### config.mk
export PLATFORM = sky130hd
export DESIGN_NAME = cc_ben_unit_flat
export DESIGN_NICKNAME = d
export VERILOG_FILES = /design/src/rtl/cc_pkg.sv /design/src/rtl/cc_ben_unit_if.sv /design/src/rtl/cc_stack.sv /design/src/rtl/cc_ben_unit.sv /design/src/flat_wrapper.sv
export SDC_FILE = /design/constraint.sdc
export NUM_CORES = 1
export LEC_CHECK = 0
export CAP_MARGIN = 30
export CORE_AREA = 3 3 55 57
export DETAILED_ROUTE_END_ITERATION = 8
export DIE_AREA = 0 0 58 60
export MAX_ROUTING_LAYER = met4
export PLACE_DENSITY = 0.7
export SLEW_MARGIN = 0
export SYNTH_ARGS = -nofsm -noshare
export SYNTH_HDL_FRONTEND = slang
export SYNTH_SLANG_ARGS = --single-unit
### constraint.sdc
create_clock -name Clk -period 1.68 [get_ports Clk]
set_input_delay 0.168 -clock Clk [delete_from_list [all_inputs] [get_ports Clk]]
set_output_delay 0.168 -clock Clk [all_outputs]
set_load 0.02 [all_outputs]
### src/rtl/cc_pkg.sv
// Shared condition-code types and the N/Z/P decode used by the LC-3 CC/BEN unit.
package cc_pkg;

  typedef struct packed {
    logic n;
    logic z;
    logic p;
  } cc_t;

  localparam cc_t CC_RESET = 3'b010;

  // Callers zero-extend their bus value into value_t and pass the real width.
  localparam int MAX_W = 64;
  typedef logic [MAX_W-1:0] value_t;

  function automatic cc_t nzp_decode(input value_t value, input int width);
    value_t msb;
    cc_t    r;
    msb = value_t'(1) << (width - 1);
    if (value == '0) begin
      r = 3'b010;
    end else if ((value & msb) != '0) begin
      r = 3'b100;
    end else begin
      r = 3'b001;
    end
    return r;
  endfunction

endpackage

### src/rtl/cc_ben_unit_if.sv
// Bus/control handshake between the control FSM (master) and the CC/BEN unit (slave).
interface cc_ben_unit_if #(
  parameter int DATA_W = 16,
  parameter int DEPTH  = 4
);
  localparam int CNT_W = $clog2(DEPTH + 1);

  logic [DATA_W-1:0] D;
  logic              LD_CC;
  logic              LD_BEN;
  logic [2:0]        IR_nzp;
  logic              CC_PUSH;
  logic              CC_POP;
  logic [2:0]        CC_OUT;
  logic              BEN_OUT;
  logic [CNT_W-1:0]  STACK_CNT;
  logic              STACK_FULL;
  logic              STACK_EMPTY;
  logic              STACK_ERR;

  modport master (
    output D, LD_CC, LD_BEN, IR_nzp, CC_PUSH, CC_POP,
    input  CC_OUT, BEN_OUT, STACK_CNT, STACK_FULL, STACK_EMPTY, STACK_ERR
  );

  modport slave (
    input  D, LD_CC, LD_BEN, IR_nzp, CC_PUSH, CC_POP,
    output CC_OUT, BEN_OUT, STACK_CNT, STACK_FULL, STACK_EMPTY, STACK_ERR
  );

endinterface

### src/rtl/cc_stack.sv
// LIFO save stack for CC values; count updates one cycle after push/pop, pop data is the
// combinational top entry. Simultaneous push+pop is a no-op; illegal ops are flagged, not applied.
module cc_stack
  import cc_pkg::*;
#(
  parameter int DEPTH = 4,
  parameter int CNT_W = $clog2(DEPTH + 1)
) (
  input  logic             clk,
  input  logic             rst,
  input  logic             push,
  input  logic             pop,
  input  cc_t              wr_dat,
  output logic [CNT_W-1:0] cnt,
  output logic             full,
  output logic             empty,
  output logic             pop_vld,
  output cc_t              pop_dat,
  output logic             push_err,
  output logic             pop_err
);

  localparam int AW = (DEPTH > 1) ? $clog2(DEPTH) : 1;

  cc_t              mem [2**AW];
  logic             push_ok;
  logic [CNT_W-1:0] cnt_m1;

  assign full     = (cnt == CNT_W'(DEPTH));
  assign empty    = (cnt == '0);
  assign push_ok  = push & ~pop & ~full;
  assign pop_vld  = pop & ~push & ~empty;
  assign push_err = push & ~pop & full;
  assign pop_err  = pop & ~push & empty;
  assign cnt_m1   = cnt - CNT_W'(1);
  assign pop_dat  = mem[cnt_m1[AW-1:0]];

  always_ff @(posedge clk) begin
    if (rst) begin
      cnt <= '0;
    end else if (push_ok) begin
      cnt <= cnt + CNT_W'(1);
    end else if (pop_vld) begin
      cnt <= cnt_m1;
    end
  end

  // Contents survive reset; only the count is cleared.
  always_ff @(posedge clk) begin
    if (push_ok && !rst) begin
      mem[cnt[AW-1:0]] <= wr_dat;
    end
  end

endmodule

### src/rtl/cc_ben_unit.sv
// LC-3 condition-code register, branch enable and CC save stack; CC/BEN update one cycle after load.
// Define CC_BEN_FORWARD_EN to let a same-cycle LD_BEN see the CC being loaded instead of the old one.
module cc_ben_unit
  import cc_pkg::*;
#(
  parameter int DATA_W = 16,
  parameter int DEPTH  = 4
) (
  input logic          Clk,
  input logic          Reset,
  cc_ben_unit_if.slave bus
);

  localparam int CNT_W = $clog2(DEPTH + 1);

  cc_t              cc_q;
  cc_t              cc_dec;
  cc_t              cc_next;
  cc_t              ben_src;
  logic             ben_q;
  logic             err_q;
  logic [CNT_W-1:0] stk_cnt;
  logic             stk_full;
  logic             stk_empty;
  logic             pop_vld;
  cc_t              pop_dat;
  logic             push_err;
  logic             pop_err;

  cc_stack #(
    .DEPTH (DEPTH),
    .CNT_W (CNT_W)
  ) u_stack (
    .clk      (Clk),
    .rst      (Reset),
    .push     (bus.CC_PUSH),
    .pop      (bus.CC_POP),
    .wr_dat   (cc_q),
    .cnt      (stk_cnt),
    .full     (stk_full),
    .empty    (stk_empty),
    .pop_vld  (pop_vld),
    .pop_dat  (pop_dat),
    .push_err (push_err),
    .pop_err  (pop_err)
  );

  assign cc_dec = nzp_decode(value_t'(bus.D), DATA_W);

  always_comb begin
    cc_next = cc_q;
    if (pop_vld) begin
      cc_next = pop_dat;
    end else if (bus.LD_CC) begin
      cc_next = cc_dec;
    end
  end

`ifdef CC_BEN_FORWARD_EN
  assign ben_src = cc_next;
`else
  assign ben_src = cc_q;
`endif

  always_ff @(posedge Clk) begin
    if (Reset) begin
      cc_q  <= CC_RESET;
      ben_q <= 1'b0;
      err_q <= 1'b0;
    end else begin
      cc_q <= cc_next;
      if (bus.LD_BEN) begin
        ben_q <= |(bus.IR_nzp & ben_src);
      end
      if (push_err || pop_err) begin
        err_q <= 1'b1;
      end
    end
  end

  assign bus.CC_OUT      = cc_q;
  assign bus.BEN_OUT     = ben_q;
  assign bus.STACK_CNT   = stk_cnt;
  assign bus.STACK_FULL  = stk_full;
  assign bus.STACK_EMPTY = stk_empty;
  assign bus.STACK_ERR   = err_q;

endmodule

### src/flat_wrapper.sv
// flat-port wrapper written by rule: the top's interface ports become plain ports
module cc_ben_unit_flat import cc_pkg::*;
#(
  parameter int DATA_W = 16,
  parameter int DEPTH  = 4
)
  (Clk, Reset, bus_D, bus_LD_CC, bus_LD_BEN, bus_IR_nzp, bus_CC_PUSH, bus_CC_POP, bus_CC_OUT, bus_BEN_OUT, bus_STACK_CNT, bus_STACK_FULL, bus_STACK_EMPTY, bus_STACK_ERR);
  cc_ben_unit_if #(.DATA_W(DATA_W), .DEPTH(DEPTH)) bus_i ();
  input logic Clk;
  input logic Reset;
  input wire logic [$bits(bus_i.D)-1:0] bus_D;
  input wire logic [$bits(bus_i.LD_CC)-1:0] bus_LD_CC;
  input wire logic [$bits(bus_i.LD_BEN)-1:0] bus_LD_BEN;
  input wire logic [$bits(bus_i.IR_nzp)-1:0] bus_IR_nzp;
  input wire logic [$bits(bus_i.CC_PUSH)-1:0] bus_CC_PUSH;
  input wire logic [$bits(bus_i.CC_POP)-1:0] bus_CC_POP;
  output wire logic [$bits(bus_i.CC_OUT)-1:0] bus_CC_OUT;
  output wire logic [$bits(bus_i.BEN_OUT)-1:0] bus_BEN_OUT;
  output wire logic [$bits(bus_i.STACK_CNT)-1:0] bus_STACK_CNT;
  output wire logic [$bits(bus_i.STACK_FULL)-1:0] bus_STACK_FULL;
  output wire logic [$bits(bus_i.STACK_EMPTY)-1:0] bus_STACK_EMPTY;
  output wire logic [$bits(bus_i.STACK_ERR)-1:0] bus_STACK_ERR;
  assign bus_i.D = bus_D;
  assign bus_i.LD_CC = bus_LD_CC;
  assign bus_i.LD_BEN = bus_LD_BEN;
  assign bus_i.IR_nzp = bus_IR_nzp;
  assign bus_i.CC_PUSH = bus_CC_PUSH;
  assign bus_i.CC_POP = bus_CC_POP;
  assign bus_CC_OUT = bus_i.CC_OUT;
  assign bus_BEN_OUT = bus_i.BEN_OUT;
  assign bus_STACK_CNT = bus_i.STACK_CNT;
  assign bus_STACK_FULL = bus_i.STACK_FULL;
  assign bus_STACK_EMPTY = bus_i.STACK_EMPTY;
  assign bus_STACK_ERR = bus_i.STACK_ERR;
  cc_ben_unit #(.DATA_W(DATA_W), .DEPTH(DEPTH)) u_core (.Clk(Clk), .Reset(Reset), .bus(bus_i));
endmodule
==> metrics, run 1 <==
vias after detailed routing=between 700 and 800; endpoint class of the critical path=primary output; final period demand of the worst path=1.586 ns; crit start category=flop; proportion of layout cells with a drive suffix above 1=19.83%; endpoint of the worst hold path=u_core.bus.BEN_OUT; wire length reported by the detailed router=2263 um; post-DP HPWL=between 1500 and 2000 um; full die area=3480 um^2; commonest cells after routing, fill and taps aside=32 x sky130_fd_sc_hd__clkdlybuf4s50_1, 12 x sky130_fd_sc_hd__edfxtp_1, 6 x sky130_fd_sc_hd__nand3_1, 6 x sky130_fd_sc_hd__a21oi_1, 6 x sky130_fd_sc_hd__buf_4; required time at the worst-slack endpoint=approximately 1.5 ns; CTS root buffer=sky130_fd_sc_hd__clkbuf_4; number of enable flip-flop cells after synthesis=12; setup slack of the critical path after layout=0.09368 ns; clock latency reported for the late side of the worst-skew pair=around 0.32 ns; effective utilization at floorplan=38.69%; post-detailed-route via-to-cell ratio=5.126; run status=complete, no violations; category of the most critical setup path=reg -> out; number of global-route vias before repair=819; first-iteration detailed-routing DRC count=20; hold bufs inserted after CTS=0; highest achievable clock rate=630.4 MHz; biggest fanout along the worst timing path=5; number of top-level pins=35; peak supply drop=830.9 uV; Crit path arrival time=roughly 1.4 ns; dominant synthesized flop cell=sky130_fd_sc_hd__edfxtp_1; total standard cell area after synthesis=~980 um^2; Total Nets Final=152; routability-driven placement congestion ratio=approximately 0.80; number of nets produced by synthesis=approximately 110; worst reg2reg path depth=6; unrepaired setup endpoints after global routing=no; maximum number of buffers from clock root to sink=2; Post-Route Skew=roughly 0.0013 ns; DIE HEIGHT=60 um; Max H-tree Level=1; # clock sinks=20; Worst Tran Pin Value=0.3814 ns; Avg WL per Cell=14.99 um; Worst Hold Launch=bus_LD_BEN; final count of pins violating max slew=0; router iterations before antenna repair=4; Hold Path Depth=2; path class of the lowest-slack min-delay path=in -> reg; reg-to-reg slack, setup=0.12 ns; total number of placement rows=18; most common library cell in the layout ignoring fill and taps=sky130_fd_sc_hd__clkdlybuf4s50_1; pre-CTS setup slack=0.03284 ns; number of distinct library cells after synthesis=30; Max-Cap Viols=0; area growth from synthesis to final layout=48.46%; fraction of the cycle the final worst path needs=approximately 94%; hold violation count in the final report=0; sequential fraction of the synthesis area=53.33%; floorplan die width=58 um; number of flip-flops and latches in the synthesized netlist=20; Max-slew headroom=~75%; count of port buffers added during placement=34; post-CTS clock slew at the launch and capture registers of the worst setup and hold paths=0.11 ns; initial antenna violation count=0; post-route core utilization=a little under three fifths; CORE AREA=between 2000 and 3000 um^2; GRT Resource Usage Total=approximately 15%; synthesized instance count=roughly 80; synth warn=0; reg-to-reg critical path startpoint=u_core.u_stack.cnt[0]; CTS tree=yes; power density over the cells=between 800 and 900 nW/um^2; Critical R2R Capture=u_core.bus.CC_OUT[0]; first-pass GRT wire length=3808 um; Async SR Flop Fraction=0%; remaining global-route overflow=0; Antenna diodes=0; accumulated negative setup slack=0 ns; number of endpoints failing setup at the final stage=0; DRC violation count after routing=0; average footprint of a synthesized cell=12.35 um^2; TritonCTS Buffers=3; leakage power figure=0.5368 nW; residual antenna-violating net count after detailed routing=0; largest net degree at the start of global routing=13
==> routing by layer <==
layer | share of wire (%) | global-route usage [%] | wire length, um | up-vias
met5 | 0 | - | 0 | -
met4 | 2.0 | 6.954 | 46 | 0
met3 | 2.6 | 3.240 | 58 | 5
met2 | 52 | 24.68 | 1166 | 17
met1 | 44 | 18.40 | 992 | 366
li1 | - | - | - | 386
==> what timing repair did <==
action,4_1_cts,5_1_grt
buffers inserted,0,0
gates resized for setup,2,6
endpoints found under the setup margin,2,5
hold endpoints to repair,0,0
==> state kept, by name, indices dropped and copies added (netlist names) <==
| name | flops |
|---|---|
| u_core.bus.BEN_OUT | 1 |
| u_core.bus.CC_OUT | 3 |
| u_core.bus.STACK_ERR | 1 |
| u_core.u_stack.cnt | 3 |
| u_core.u_stack.mem | 12 |
==> kinds of logic (layout without fill, tap and decap cells) <==
| group | after synthesis | count (layout) | synth area share (%) |
|---|---|---|---|
| adders and majority gates | 5 | 5 | 6.410 |
| AOI/OAI and AO/OA | 14 | 14 | 9.616 |
| muxes | 6 | 6 | 11.03 |
| DFF | 20 | 20 | 53.33 |
| and+or+nand+nor | 27 | 27 | 15.77 |
| buffers and inverters | 7 | 49 | 3.847 |
==> worst max-delay path by stage <==
stage,start,slack (ns),depth (start not counted),end
final,u_core.u_stack.cnt[0],0.09,5,bus_STACK_EMPTY
after global routing,u_core.u_stack.cnt[0],0.02,5,bus_STACK_EMPTY
after CTS,u_core.u_stack.cnt[0],0.02,5,bus_STACK_FULL
after detailed placement,bus_CC_PUSH,0.03,5,u_core.u_stack.mem[1][2]
after global placement,bus_CC_PUSH,0.06,5,u_core.u_stack.mem[1][1]
after floorplan,u_core.u_stack.cnt[0],0.05,7,u_core.bus.CC_OUT[0]
==> Yosys cell counts, drive strengths merged, types with 3 or more instances <==
cell	count	area [um^2]
and2	4	25.02
mux4	3	75.07
a21oi	6	30.03
nor2	4	15.01
ha	5	62.56
nand2	3	13.77
nor4	4	25.02
edfxtp	12	360.4
inv	5	18.77
dfxtp	8	160.2
nand3	6	30.03
==> cell type report <==
type                       count  area (um^2)
fill                         223         1074
sequential                    20        529.3
multi-input combinational     52        430.4
timing repair buffer          40        380.4
tap                           30        37.54
clock inverter                 1        30.03
clock buffer                   3        22.52
inverter                       5        18.77
==> report_power, final <==
group	switching [mW]	internal [mW]
sequential	0.0247	0.551
combinational	0.143	0.182
clock	0.158	0.242
==> worst max-delay path, stage by stage, from the launching register on <==
cell and delay, ns:
sky130_fd_sc_hd__dfxtp_4 0.37, sky130_fd_sc_hd__inv_1 0.14, sky130_fd_sc_hd__ha_4 0.18, sky130_fd_sc_hd__nand2b_2 0.06, sky130_fd_sc_hd__inv_1 0.06, sky130_fd_sc_hd__clkdlybuf4s15_1 0.29
==> through the flow <==
stage	power, mW	area [um^2]	cells	hold WS (ns)
after floorplan	0.7479	993.5	79	0.2632
after global placement	0.9141	1398	147	0.4562
after detailed placement	0.9139	1398	147	0.4657
after CTS	1.305	1448	151	0.4451
after global routing	1.360	1449	151	0.4758
final	1.301	1449	151	0.4469
(Power assumes the default switching activity.)
==> inputs of run 2 (changes only) <==
--- a/config.mk
+++ b/config.mk
@@ -6,9 +6,10 @@
 export NUM_CORES = 1
 export LEC_CHECK = 0
 export CAP_MARGIN = 30
-export CORE_AREA = 3 3 55 57
+export CORE_AREA = 2 2 54 56
+export CTS_CLUSTER_DIAMETER = 60
 export DETAILED_ROUTE_END_ITERATION = 8
-export DIE_AREA = 0 0 58 60
+export DIE_AREA = 0 0 56 58
 export MAX_ROUTING_LAYER = met4
 export PLACE_DENSITY = 0.7
 export SLEW_MARGIN = 0
==> run 2 against run 1 <==
Net effect: worst hold slack lost 0.00054 ns; global-route usage decreased by 0.83 points; power shrank 0.57%; final cell count up 2.0%; clock power shrank 3%; utilization down 2.5 points; critical path depth fell by 4; critical endpoint is now bus_CC_OUT[2]; highest routed layer unchanged.
==> metrics, run 2 (synthesis results as in run 1) <==
hold violation count in the final report=0 (unchanged); Max-slew headroom=79.86% (+5.3 points); area growth from synthesis to final layout=50.00%; commonest cells after routing, fill and taps aside=31 x sky130_fd_sc_hd__clkdlybuf4s50_1, 12 x sky130_fd_sc_hd__edfxtp_1, 8 x sky130_fd_sc_hd__buf_4; post-detailed-route via-to-cell ratio=5.175 (+0.97%); final count of pins violating max slew=0 (unchanged); hold bufs inserted after CTS=0 (unchanged); WP buf/inv=1 (-2); power density over the cells=883.3 nW/um^2 (-1.6%); Worst Hold Launch=bus_LD_BEN; endpoint class of the critical path=primary output; highest achievable clock rate=630.0 MHz (about the same); flip-flop count of the largest register after layout=12 (unchanged); leakage power figure=0.5524 nW (+2.9%); final period demand of the worst path=1.587 ns (+0.001028 ns); Total Nets Final=154 (+1.3%); residual antenna-violating net count after detailed routing=0 (unchanged); TritonCTS Buffers=3 (unchanged); biggest fanout along the worst timing path=7 (+2); number of top-level pins=35 (unchanged); number of global-route vias before repair=778 (-5.0%); first-pass GRT wire length=3408 um (-11%); routability-driven placement congestion ratio=0.7540 (-5.3%); maximum number of buffers from clock root to sink=2 (unchanged); cell family with the largest share of critical-path delay=buffers and inverters; CTS tree=yes; floorplan die width=56 um (-3.4%); clock latency reported for the late side of the worst-skew pair=0.30 ns (-0.02 ns); largest net degree at the start of global routing=13 (unchanged); Max-Cap Viols=0 (unchanged); category of the most critical setup path=reg -> out; Crit path arrival time=1.42 ns (about the same); fraction of the cycle the final worst path needs=94.49% (about the same); GRT Resource Usage Total=14.47% (-0.83 points); post-placement cell area=1391 um^2 (-0.45%); required time at the worst-slack endpoint=1.51 ns (about the same); Antenna diodes=0 (unchanged); CP Cell Sequence=clkdlybuf4s50_1; run status=complete, no violations; Post-Route Skew=0.003772 ns (+0.002502 ns); wire length reported by the detailed router=2135 um (-5.7%); # clock sinks=20 (unchanged); number of endpoints failing setup at the final stage=0 (unchanged); DRC violation count after routing=0 (unchanged); effective utilization at floorplan=36.65% (-2.0 points); CORE AREA=2663 um^2 (+5.6%); CTS root buffer=sky130_fd_sc_hd__clkbuf_4; full die area=3248 um^2 (-6.7%); Worst Tran Pin Value=0.3021 ns (-0.07927 ns); total number of placement rows=19 (+1); remaining global-route overflow=0 (unchanged); initial antenna violation count=0 (unchanged); reg-to-reg critical path startpoint=u_core.u_stack.cnt[0]; DIE HEIGHT=58 um (-3.3%); Max H-tree Level=1 (unchanged); post-route core utilization=54.98% (-2.5 points); Avg WL per Cell=13.86 um (-7.5%); most common library cell in the layout ignoring fill and taps=sky130_fd_sc_hd__clkdlybuf4s50_1; peak supply drop=768.7 uV (-7.5%); proportion of layout cells with a drive suffix above 1=19.51% (-0.32 points); post-CTS clock slew at the launch and capture registers of the worst setup and hold paths=0.11 ns (about the same); first-iteration detailed-routing DRC count=9 (-55%); path class of the lowest-slack min-delay path=in -> reg; Worst setup startpoint=u_core.bus.CC_OUT[2]; critical-path cell with the highest stage delay=sky130_fd_sc_hd__clkdlybuf4s50_1; post-DP HPWL=1736 um (-5.6%); vias after detailed routing=797 (+3.0%); crit start category=flop; post-route design area=1464 um^2 (+1.0%); delay of the slowest critical-path stage=0.65 ns (+0.28 ns); count of port buffers added during placement=34 (unchanged); router iterations before antenna repair=4 (unchanged)
[run 2: power by group]
part	total (mW)	switching (mW)	internal [mW]
Combinational	0.334	0.146	0.189
Sequential	0.571	0.0221	0.549
Clock	0.388	0.147	0.241
[run 2: metal layers]
layer | share of wire (%) | global-route usage [%] | vias to the layer above
li1 | - | - | 395
met1 | 41 | 16.26 | 367
met2 | 51 | 24.54 | 33
met3 | 7.2 | 4.911 | 2
met4 | 0.94 | 4.422 | 0
met5 | 0 | - | -
[run 2: cell type report]
type,instances,area [um^2]
repair buffers,42,397.9
well taps,31,38.79
flip-flops and latches,20,525.5
fillers,229,1199
clock inverters,1,30.03
inverters,5,18.77
clock buffers,3,22.52
multi-input cells,52,430.4
[run 2: repair_timing]
| action | 4_1_cts | 5_1_grt |
|---|---|---|
| resized for setup | 2 | 5 |
| setup endpoints to repair | 2 | 4 |
| gates cloned | 0 | 0 |
| setup buffers | 0 | 3 |
| pin swaps | 0 | 1 |
[run 2: through the flow]
stage / hold WS, ns / total power, mW / worst slack, ns / cells / TNS (ns)
after global placement: 0.4534 / 0.9040 / 0.05766 / 147 / 0
after CTS: 0.4441 / 1.284 / 0.01912 / 151 / 0
after floorplan: 0.2632 / 0.7479 / 0.05052 / 79 / 0
after detailed placement: 0.4724 / 0.9055 / 0.001432 / 147 / 0
final: 0.4464 / 1.293 / 0.09265 / 154 / 0
after global routing: 0.4454 / 1.354 / -0.003453 / 154 / -0.003453
[run 2: worst paths after layout]
kind / slack [ns] / cells after the start / endpoint
min reg2reg: 0.49 / 2 / u_core.bus.STACK_ERR
max reg2reg: 0.10 / 5 / u_core.bus.CC_OUT[0]
min: 0.45 / 2 / u_core.bus.BEN_OUT
max: 0.09 / 1 / bus_CC_OUT[2]
